### src/rtl/timer_carga_teclado.sv
`default_nettype none
// +--------------------------------------------------------------------------+
// | Module      : timer_carga_teclado                                        |
// | Description : Keypad entry stage for the countdown timer digit chain.    |
// |               Shifts typed BCD digits into an mm:ss buffer, validates    |
// |               the seconds-tens digit on Enter and drives a one-cycle     |
// |               active-low load strobe to the digit counters.              |
// |               Optional macro TIMER_CARGA_TIMEOUT_EN adds an idle-entry   |
// |               timeout that abandons a half-typed entry.                  |
// | Revision    : 1.0 - initial release                                      |
// +--------------------------------------------------------------------------+
module timer_carga_teclado #(
   parameter int DIGITS         = 4,
   parameter int SEC_TENS_MAX   = 5,
   parameter int TIMEOUT_CYCLES = 1000
) (
   input  logic                  clk,
   input  logic                  clearn,
   input  logic                  key_valid,
   input  logic [3:0]            key_code,
   input  logic                  busy,
   output logic [4*DIGITS-1:0]   data_flat,
   output logic                  loadn,
   output logic [2:0]            digits_entered,
   output logic                  entry_active,
   output logic                  err
);

   localparam int         c_W         = 4 * DIGITS;
   localparam logic [2:0] c_DIGITS_3  = 3'(DIGITS);
   localparam logic [3:0] c_SEC_MAX   = 4'(SEC_TENS_MAX);
   localparam logic [3:0] c_KEY_CLEAR = 4'hA;
   localparam logic [3:0] c_KEY_ENTER = 4'hB;

   localparam logic [1:0] c_ST_IDLE   = 2'd0;
   localparam logic [1:0] c_ST_ENTRY  = 2'd1;
   localparam logic [1:0] c_ST_LOAD   = 2'd2;

   logic [1:0]     state_q, state_d;
   logic           key_prev_q;
   logic [c_W-1:0] data_q, data_d;
   logic [2:0]     count_q, count_d;
   logic           loadn_q, loadn_d;
   logic           err_q, err_d;

   logic           w_accept;
   logic           w_is_digit;
   logic           w_is_clear;
   logic           w_is_enter;
   logic           w_sec_ok;
   logic           w_timeout;

   // A key counts once per rising edge of key_valid; busy masks the accept
   // but not the edge tracking, so a key held through busy is never taken.
   assign w_accept   = key_valid & ~key_prev_q & ~busy;
   assign w_is_digit = (key_code <= 4'd9);
   assign w_is_clear = (key_code == c_KEY_CLEAR);
   assign w_is_enter = (key_code == c_KEY_ENTER);
   assign w_sec_ok   = (data_q[7:4] <= c_SEC_MAX);

`ifdef TIMER_CARGA_TIMEOUT_EN
   localparam int                 c_TMO_W      = $clog2(TIMEOUT_CYCLES + 1);
   localparam logic [c_TMO_W-1:0] c_TMO_RELOAD = c_TMO_W'(TIMEOUT_CYCLES - 1);

   logic [c_TMO_W-1:0] tmo_q, tmo_d;

   // Reload on every key taken in ENTRY, park at reload elsewhere, else count down.
   always_comb begin
      tmo_d = tmo_q;
      if ((state_q != c_ST_ENTRY) || w_accept) begin
         tmo_d = c_TMO_RELOAD;
      end else if (tmo_q != '0) begin
         tmo_d = tmo_q - 1'b1;
      end
   end

   // Idle-entry timeout counter register.
   always_ff @(posedge clk or negedge clearn) begin
      if (!clearn) begin
         tmo_q <= c_TMO_RELOAD;
      end else begin
         tmo_q <= tmo_d;
      end
   end

   assign w_timeout = (state_q == c_ST_ENTRY) && (tmo_q == '0);
`else
   logic w_unused_tmo;

   // Without the timeout an entry waits indefinitely; keep the parameter referenced.
   assign w_timeout    = 1'b0;
   assign w_unused_tmo = (TIMEOUT_CYCLES == 0);
`endif

   // State register plus registered datapath and strobes.
   always_ff @(posedge clk or negedge clearn) begin
      if (!clearn) begin
         state_q    <= c_ST_IDLE;
         key_prev_q <= 1'b0;
         data_q     <= '0;
         count_q    <= 3'd0;
         loadn_q    <= 1'b1;
         err_q      <= 1'b0;
      end else begin
         state_q    <= state_d;
         key_prev_q <= key_valid;
         data_q     <= data_d;
         count_q    <= count_d;
         loadn_q    <= loadn_d;
         err_q      <= err_d;
      end
   end

   // Next-state logic: digits open an entry, Enter validates, LOAD is one cycle.
   always_comb begin
      state_d = state_q;
      case (state_q)
         c_ST_IDLE: begin
            if (w_accept && w_is_digit) begin
               state_d = c_ST_ENTRY;
            end
         end
         c_ST_ENTRY: begin
            if (w_accept) begin
               if (w_is_clear) begin
                  state_d = c_ST_IDLE;
               end else if (w_is_enter && (count_q != 3'd0)) begin
                  state_d = w_sec_ok ? c_ST_LOAD : c_ST_IDLE;
               end
            end else if (w_timeout) begin
               state_d = c_ST_IDLE;
            end
         end
         c_ST_LOAD: begin
            state_d = c_ST_IDLE;
         end
         default: begin
            state_d = c_ST_IDLE;
         end
      endcase
   end

   // Output/datapath logic: buffer shifting, count, load strobe and error pulse.
   always_comb begin
      data_d  = data_q;
      count_d = count_q;
      loadn_d = 1'b1;
      err_d   = 1'b0;
      case (state_q)
         c_ST_IDLE: begin
            if (w_accept) begin
               if (w_is_digit) begin
                  // A fresh entry discards whatever the last load left behind.
                  data_d  = c_W'(key_code);
                  count_d = 3'd1;
               end else if (w_is_clear) begin
                  data_d  = '0;
                  count_d = 3'd0;
               end
            end
         end
         c_ST_ENTRY: begin
            if (w_accept) begin
               if (w_is_digit) begin
                  if (count_q < c_DIGITS_3) begin
                     data_d  = (data_q << 4) | c_W'(key_code);
                     count_d = count_q + 3'd1;
                  end
               end else if (w_is_clear) begin
                  data_d  = '0;
                  count_d = 3'd0;
               end else if (w_is_enter && (count_q != 3'd0)) begin
                  if (w_sec_ok) begin
                     loadn_d = 1'b0;
                  end else begin
                     err_d   = 1'b1;
                     data_d  = '0;
                     count_d = 3'd0;
                  end
               end
            end else if (w_timeout) begin
               data_d  = '0;
               count_d = 3'd0;
            end
         end
         c_ST_LOAD: begin
            // Buffer stays on the counters' data inputs; only the count rewinds.
            count_d = 3'd0;
         end
         default: begin
            data_d  = '0;
            count_d = 3'd0;
         end
      endcase
   end

   assign data_flat      = data_q;
   assign loadn          = loadn_q;
   assign digits_entered = count_q;
   assign entry_active   = (state_q == c_ST_ENTRY);
   assign err            = err_q;

endmodule
`default_nettype wire

### config.mk
export PLATFORM = sky130hd
export DESIGN_NAME = timer_carga_teclado
export DESIGN_NICKNAME = d
export VERILOG_FILES = /design/src/rtl/timer_carga_teclado.sv
export SDC_FILE = /design/constraint.sdc
export NUM_CORES = 1
export LEC_CHECK = 0
export ABC_AREA = 1
export BUFFER_PORTS_ARGS = -buffer_cell sky130_fd_sc_hd__buf_4
export CAP_MARGIN = 20
export CORE_MARGIN = 2
export CORE_UTILIZATION = 30
export DETAILED_ROUTE_END_ITERATION = 10
export PLACE_DENSITY_LB_ADDON = 0.12
export SETUP_SLACK_MARGIN = 0.3
export SLEW_MARGIN = 0
export SYNTH_ARGS = -nofsm -noshare
export SYNTH_HDL_FRONTEND = slang
export SYNTH_SLANG_ARGS = --single-unit
### constraint.sdc
create_clock -name clk -period 1.75 [get_ports clk]
set_input_delay 0.175 -clock clk [delete_from_list [all_inputs] [get_ports clk]]
set_output_delay 0.175 -clock clk [all_outputs]
set_load 0.05 [all_outputs]
* Word level (Yosys, flattened, before mapping) *
Cells that the tools add are included.

storage, ports and cells
  register bits after elaboration = 24
  input port bits = 8
  logic and storage cells = 72

operators by class
  add/subtract/negate cells = 1
  $lt $le $gt $ge = 3
  eq/ne operators = 12
  mux-type cells = 37
  bitwise gates (word level) = 6
  reductions and logical operators = 7

operator list
  kind                                                                              count
  16-bit 2-to-1 mux                                                                 9
  16-bit one-hot mux with 3 select lines                                            1
  3-bit 2-to-1 mux                                                                  9
  16-bit by 4-bit OR with 16-bit output                                             1
  1-bit 2-to-1 mux                                                                  11
  2-bit 2-to-1 mux                                                                  5
  4-bit equality test, second input constant                                        2
  7-bit AND reduction                                                               1
  3-bit one-hot mux with 2 select lines                                             1
  6-bit AND reduction                                                               1
  4-bit by 3-bit less-or-equal comparator with 1-bit output, second input constant  1
  4-bit less-or-equal comparator, second input constant                             1
  2-bit != test, second input constant                                              2
  4-bit by 1-bit != test with 1-bit output, second input constant                   1
  4-bit != test, second input constant                                              1
  2-bit one-hot mux with 2 select lines                                             1
  3-bit by 1-bit adder with 3-bit output, second input constant                     1
  3-bit less-than comparator, second input constant                                 1
  3-bit by 1-bit != test with 1-bit output, second input constant                   1
  3-bit by 2-bit != test with 1-bit output, second input constant                   1
  3-bit != test, second input constant                                              1
  1-bit inverter                                                                    3
  3-bit AND reduction                                                               1
  3-bit nonzero test                                                                1
  other kinds (6)                                                                   8

* Logic depth before layout (Yosys ltp) *
  depth in word-level cells = 7
  depth in mapped cells = 10

* Worst setup path before layout *
OpenSTA, ideal clock, no wires.

  path type = flip-flop to flip-flop
  start point = register count_q[0] (netlist: digits_entered[0])
  end point = register count_q[0] (netlist: digits_entered[0])
  data arrival time = 1660 ps
  data required time = 1685 ps
  setup slack = 25 ps
  stages on the path, launching flop included = 11
  buffers on the path = 1
  clock period less this slack = 1725 ps
  cell sequence = dfrtp_1 > inv_1 > ha_1 > nand2_1 > nand2_1 > nand2_1 > nor2_1 > nor2_4 > buf_6 > nand3_1 > nand2_1

between the ends
  word-level cells in the longest chain between the ends = 5
  elaborated cells on any way between the ends = 11
  those cells by class = add/sub (1); order compare (1); eq/ne (2); mux (4); reduce/logical (3)

ends and longest elaborated chain
  item                                    line  RTL
  from (decl)                             42    logic [2:0] count_q, count_d;
  from (signal assigned)                  108   count_q <= count_d;
  3-bit by 1-bit adder with 3-bit output  167   count_d = count_q + 3'd1;
  3-bit 2-to-1 mux                        165   if (count_q < c_DIGITS_3) begin
  3-bit 2-to-1 mux                        164   if (w_is_digit) begin
  3-bit 2-to-1 mux                        163   if (w_accept) begin
  3-bit one-hot mux with 2 select lines   149   case (state_q)

Several ways; a longest one is shown, not always the timed one. The select of a mux whose other input is x is not followed.
A chain may end at the register's enable or synchronous reset.

* Final worst setup path *
  start point = register count_q[1] (netlist: digits_entered[1])
  end point = register data_q[5] (netlist: data_flat[5])

between the ends
  word-level cells in the longest chain between the ends = 4
  elaborated cells on any way between the ends = 6
  those cells by class = order compare (1); eq/ne (2); reduce/logical (3)

ends and longest elaborated chain
  item                                                                                line  RTL
  parallel branches: the longest is 3 deep, another holds 3-bit less-than comparator  --
  7-bit AND reduction (no line) (*)                                                   --
  to (signal assigned)                                                                107   data_q <= data_d;
  to (decl)                                                                           41    logic [c_W-1:0] data_q, data_d;

Mark *: on every way between the ends.

==> flow_summary.yaml <==
setup_path:
  cp.arrival_ns: 1.60
  r2r_cells: 10
  worstReg2RegEnd: "data_flat[5]"
  crit_type: "flip-flop to flip-flop"
  cpMaxStageDelayCell: "sky130_fd_sc_hd__dfrtp_2"
  timing.critical_path.required_ns: 1.91
  timing.reg2reg.setup_slack_ns: 0.31
  worst_setup_path_endpoint: "data_flat[5]"
  crit_path_start: "digits_entered[1]"
  critical_path.max_stage_delay_ns: 0.44
  critical_path_start_type: "flip-flop"
  cp_common_cell: "sky130_fd_sc_hd__nand2_2"
  crit_fanout: 10
  timing.rr.start: "digits_entered[1]"
  cell_by_cell_listing_of_the_critical_path: "inv_2, ha_2, nand2_2, nand2_2, nand2_2, nor2_4, nor2_4, buf_12, nand3_1, nand2_1"
  setup.worst_path.end_class: "flip-flop"
  path_delay_family: "simple AND/OR/NAND/NOR gates"
  cp.depth: 10
  timing.critical_path.buf_inv: 2
detailed_routing:
  via_per_inst: 4.67
  finalWirelength_um: 3520
  detail_route.wl_per_cell_um: 12.7
  drc_errors: 0
  route.antenna.remaining_nets: 0
  detail_route.iter0.violations: 47
  first_pass_iters: 4
  routed-via-count: 1299
min_path:
  min-delay-start: "key_valid"
  hold_class: "input port to flip-flop"
yosys:
  syn-num-nets: 189
  synth_seq_cells: 24
  share_of_the_synthesized_area_in_the_top_cell_type_pct: 41.7
  yosys_most_used_dff: "sky130_fd_sc_hd__dfrtp_1"
  post_synth_edffs: 0
  ys_top_cells_by_area: "sky130_fd_sc_hd__dfrtp_1 (42%), sky130_fd_sc_hd__nand2_1 (13%), sky130_fd_sc_hd__nand3_1 (8.0%)"
  synthDominantAreaCellType: "sky130_fd_sc_hd__dfrtp_1"
  count_of_unique_library_cells_instantiated_by_yosys: 29
  synth-seq-area-share_pct: 43.6
  asyncSetResetFlopFracSynth_pct: 100
  synth_warnings: 0
  syn-mean-instance-area_um2: 7.70
  synthesis.area_um2: 1380
  synthCells: 179
pwr:
  cellLeakagePower_nw: 1.00
  total_power_w: 0.00250
  ir_drop_mv: 0.647
  power_per_cell_area_nw_per_um2: 1270
cts:
  insertion_delay_of_the_later_clocked_pin_in_the_worst_skew_pair_ns: 0.27
  cts_max_level: 1
  clock-sinks: 24
  cts_root_buffer: "sky130_fd_sc_hd__clkbuf_8"
  tritoncts.num_buffers: 3
  cts-root-to-sink-buffers: 2
  clk_pin_slew_ns: 0.09
  tritoncts_clock_tree: "built"
cells_and_area:
  sequential_cell_area_um2: 608
  area_occupied_by_multi_input_gates_um2: 728
  layout_commonest_cell: "sky130_fd_sc_hd__nand2_1"
  fillCellCount: 445
  antenna-diode-count: 0
  synthToLayoutAreaGrowth_pct: 42.4
  most-common-layout-cells: "sky130_fd_sc_hd__nand2_1 (44), sky130_fd_sc_hd__buf_4 (42), sky130_fd_sc_hd__inv_1 (20), sky130_fd_sc_hd__nor2_1 (19), sky130_fd_sc_hd__dfrtp_1 (18)"
  design.final.nets: 237
  final_layout_size_suffix_gt1_share_pct: 41.6
die:
  placeable_core_region_um2: 4380
  fp-row-count: 24
  ios: 30
  die_w_um: 71.8
  dieArea_um2: 5150
  die_height_um: 71.8
  floorplan.initialDensity_pct: 31.4
placement:
  globalplace.congestion: 0.849
  post-dp-hpwl_um: 2350
  numPortBuffers: 29
timing:
  slew-limit-headroom_pct: 78.2
  fin_skew_ns: 0.00757
  finalHoldViolCount: 0
  min_period_ns: 1.44
  achievable-frequency_mhz: 693
  finalSetupTns_ns: 0
  grt_setup_unrepaired: "yes"
  min_period_over_period_pct: 82.5
  report.final.setup_viol: 0
  worstMarginPinSlew_ns: 0.324
  report.final.slew_viol_count: 0
global_route:
  grt_pass1_vias: 1164
  grt_remaining_overflow: 0
  track_usage_pct: 13.9
  grt_pass1_wl_um: 5640
  initial_antenna_violation_count: 0
  largest_net_degree_at_the_start_of_global_routing: 25
job:
  drv_cap: 0
status:
  run_status: "complete, no violations"
==> timing repair <==
item | 4_1_cts | 5_1_grt
cloned | 1 | 2
resized for setup | 5 | 18
pin swaps | 5 | 7
hold endpoints to repair | 23 | 0
buffers inserted | 5 | 8
setup endpoints to repair | 19 | 19
hold buffers | 1 | 0
==> power breakdown <==
part           internal [W]  switching (W)
registers          0.000679       0.000118
logic              0.000406       0.000808
clock network      0.000306       0.000183
total               0.00139        0.00111
==> registers in the layout, indices dropped and copies added (netlist names) <==
| signal | flops |
|---|---|
| data_flat | 16 |
| digits_entered | 3 |
| state_q | 2 |
| err | 1 |
| key_prev_q | 1 |
| loadn | 1 |
==> metrics by stage <==
step           worst slack, ns  hold WS, ns  util [%]  instance area [µm²]  std cells
6_report                 0.307       0.0221      44.8                 1960        278
3_5_place_dp             0.190       0.0991      37.6                 1650        257
3_3_place_gp             0.199       0.0970      37.6                 1650        257
5_1_grt                  0.196      0.00946      44.8                 1960        278
4_1_cts                  0.303       0.0174      41.2                 1810        268
2_1_floorplan            0.162       -0.121         -                 1390        179
==> cells in the mapped netlist (all sizes together) (2+ instances only) <==
library cell	count
nand2	56
nor2	28
inv	26
nand3	24
dfrtp	23
buf	4
nor3	3
ha	2
nand4	2
o21ai	2
==> how the worst min path moves through the flow <==
stage	depth (start not counted)	to
2_1_floorplan	0	data_flat[0]
3_3_place_gp	1	data_flat[10]
3_5_place_dp	1	data_flat[10]
4_1_cts	1	key_prev_q
5_1_grt	1	key_prev_q
6_report	1	key_prev_q
==> layout make-up <==
class | count | share of cell area (%)
Tap cell | 52 | 3.31
Clock buffer | 3 | 2.10
Timing Repair Buffer | 47 | 20.0
Sequential cell | 24 | 31.0
Inverter | 26 | 4.97
Clock inverter | 1 | 1.53
Multi-Input combinational cell | 125 | 37.1
==> cell families (layout without fill, tap and decap cells) <==
kind of cell | count (synthesis) | after routing | share of synthesized area [%]
flip-flops | 24 | 24 | 43.6
XOR/XNOR | 1 | 1 | 0.635
AO/OA/AOI/OAI | 4 | 4 | 1.91
adder cells (fa/ha/maj) | 2 | 2 | 1.81
AND/OR/NAND/NOR | 117 | 118 | 41.7
buffers and inverters | 31 | 77 | 10.3
==> routing by layer <==
metal  GRT usage [%]  vias up  part of all wire (%)
met2            22.6       36                    47
met3            2.25        4                   4.3
li1                -      653                     -
met1            19.4      606                    48
met5               0        -                     0
met4            3.14        0                  0.91
Power figures use the tool's default switching activity.
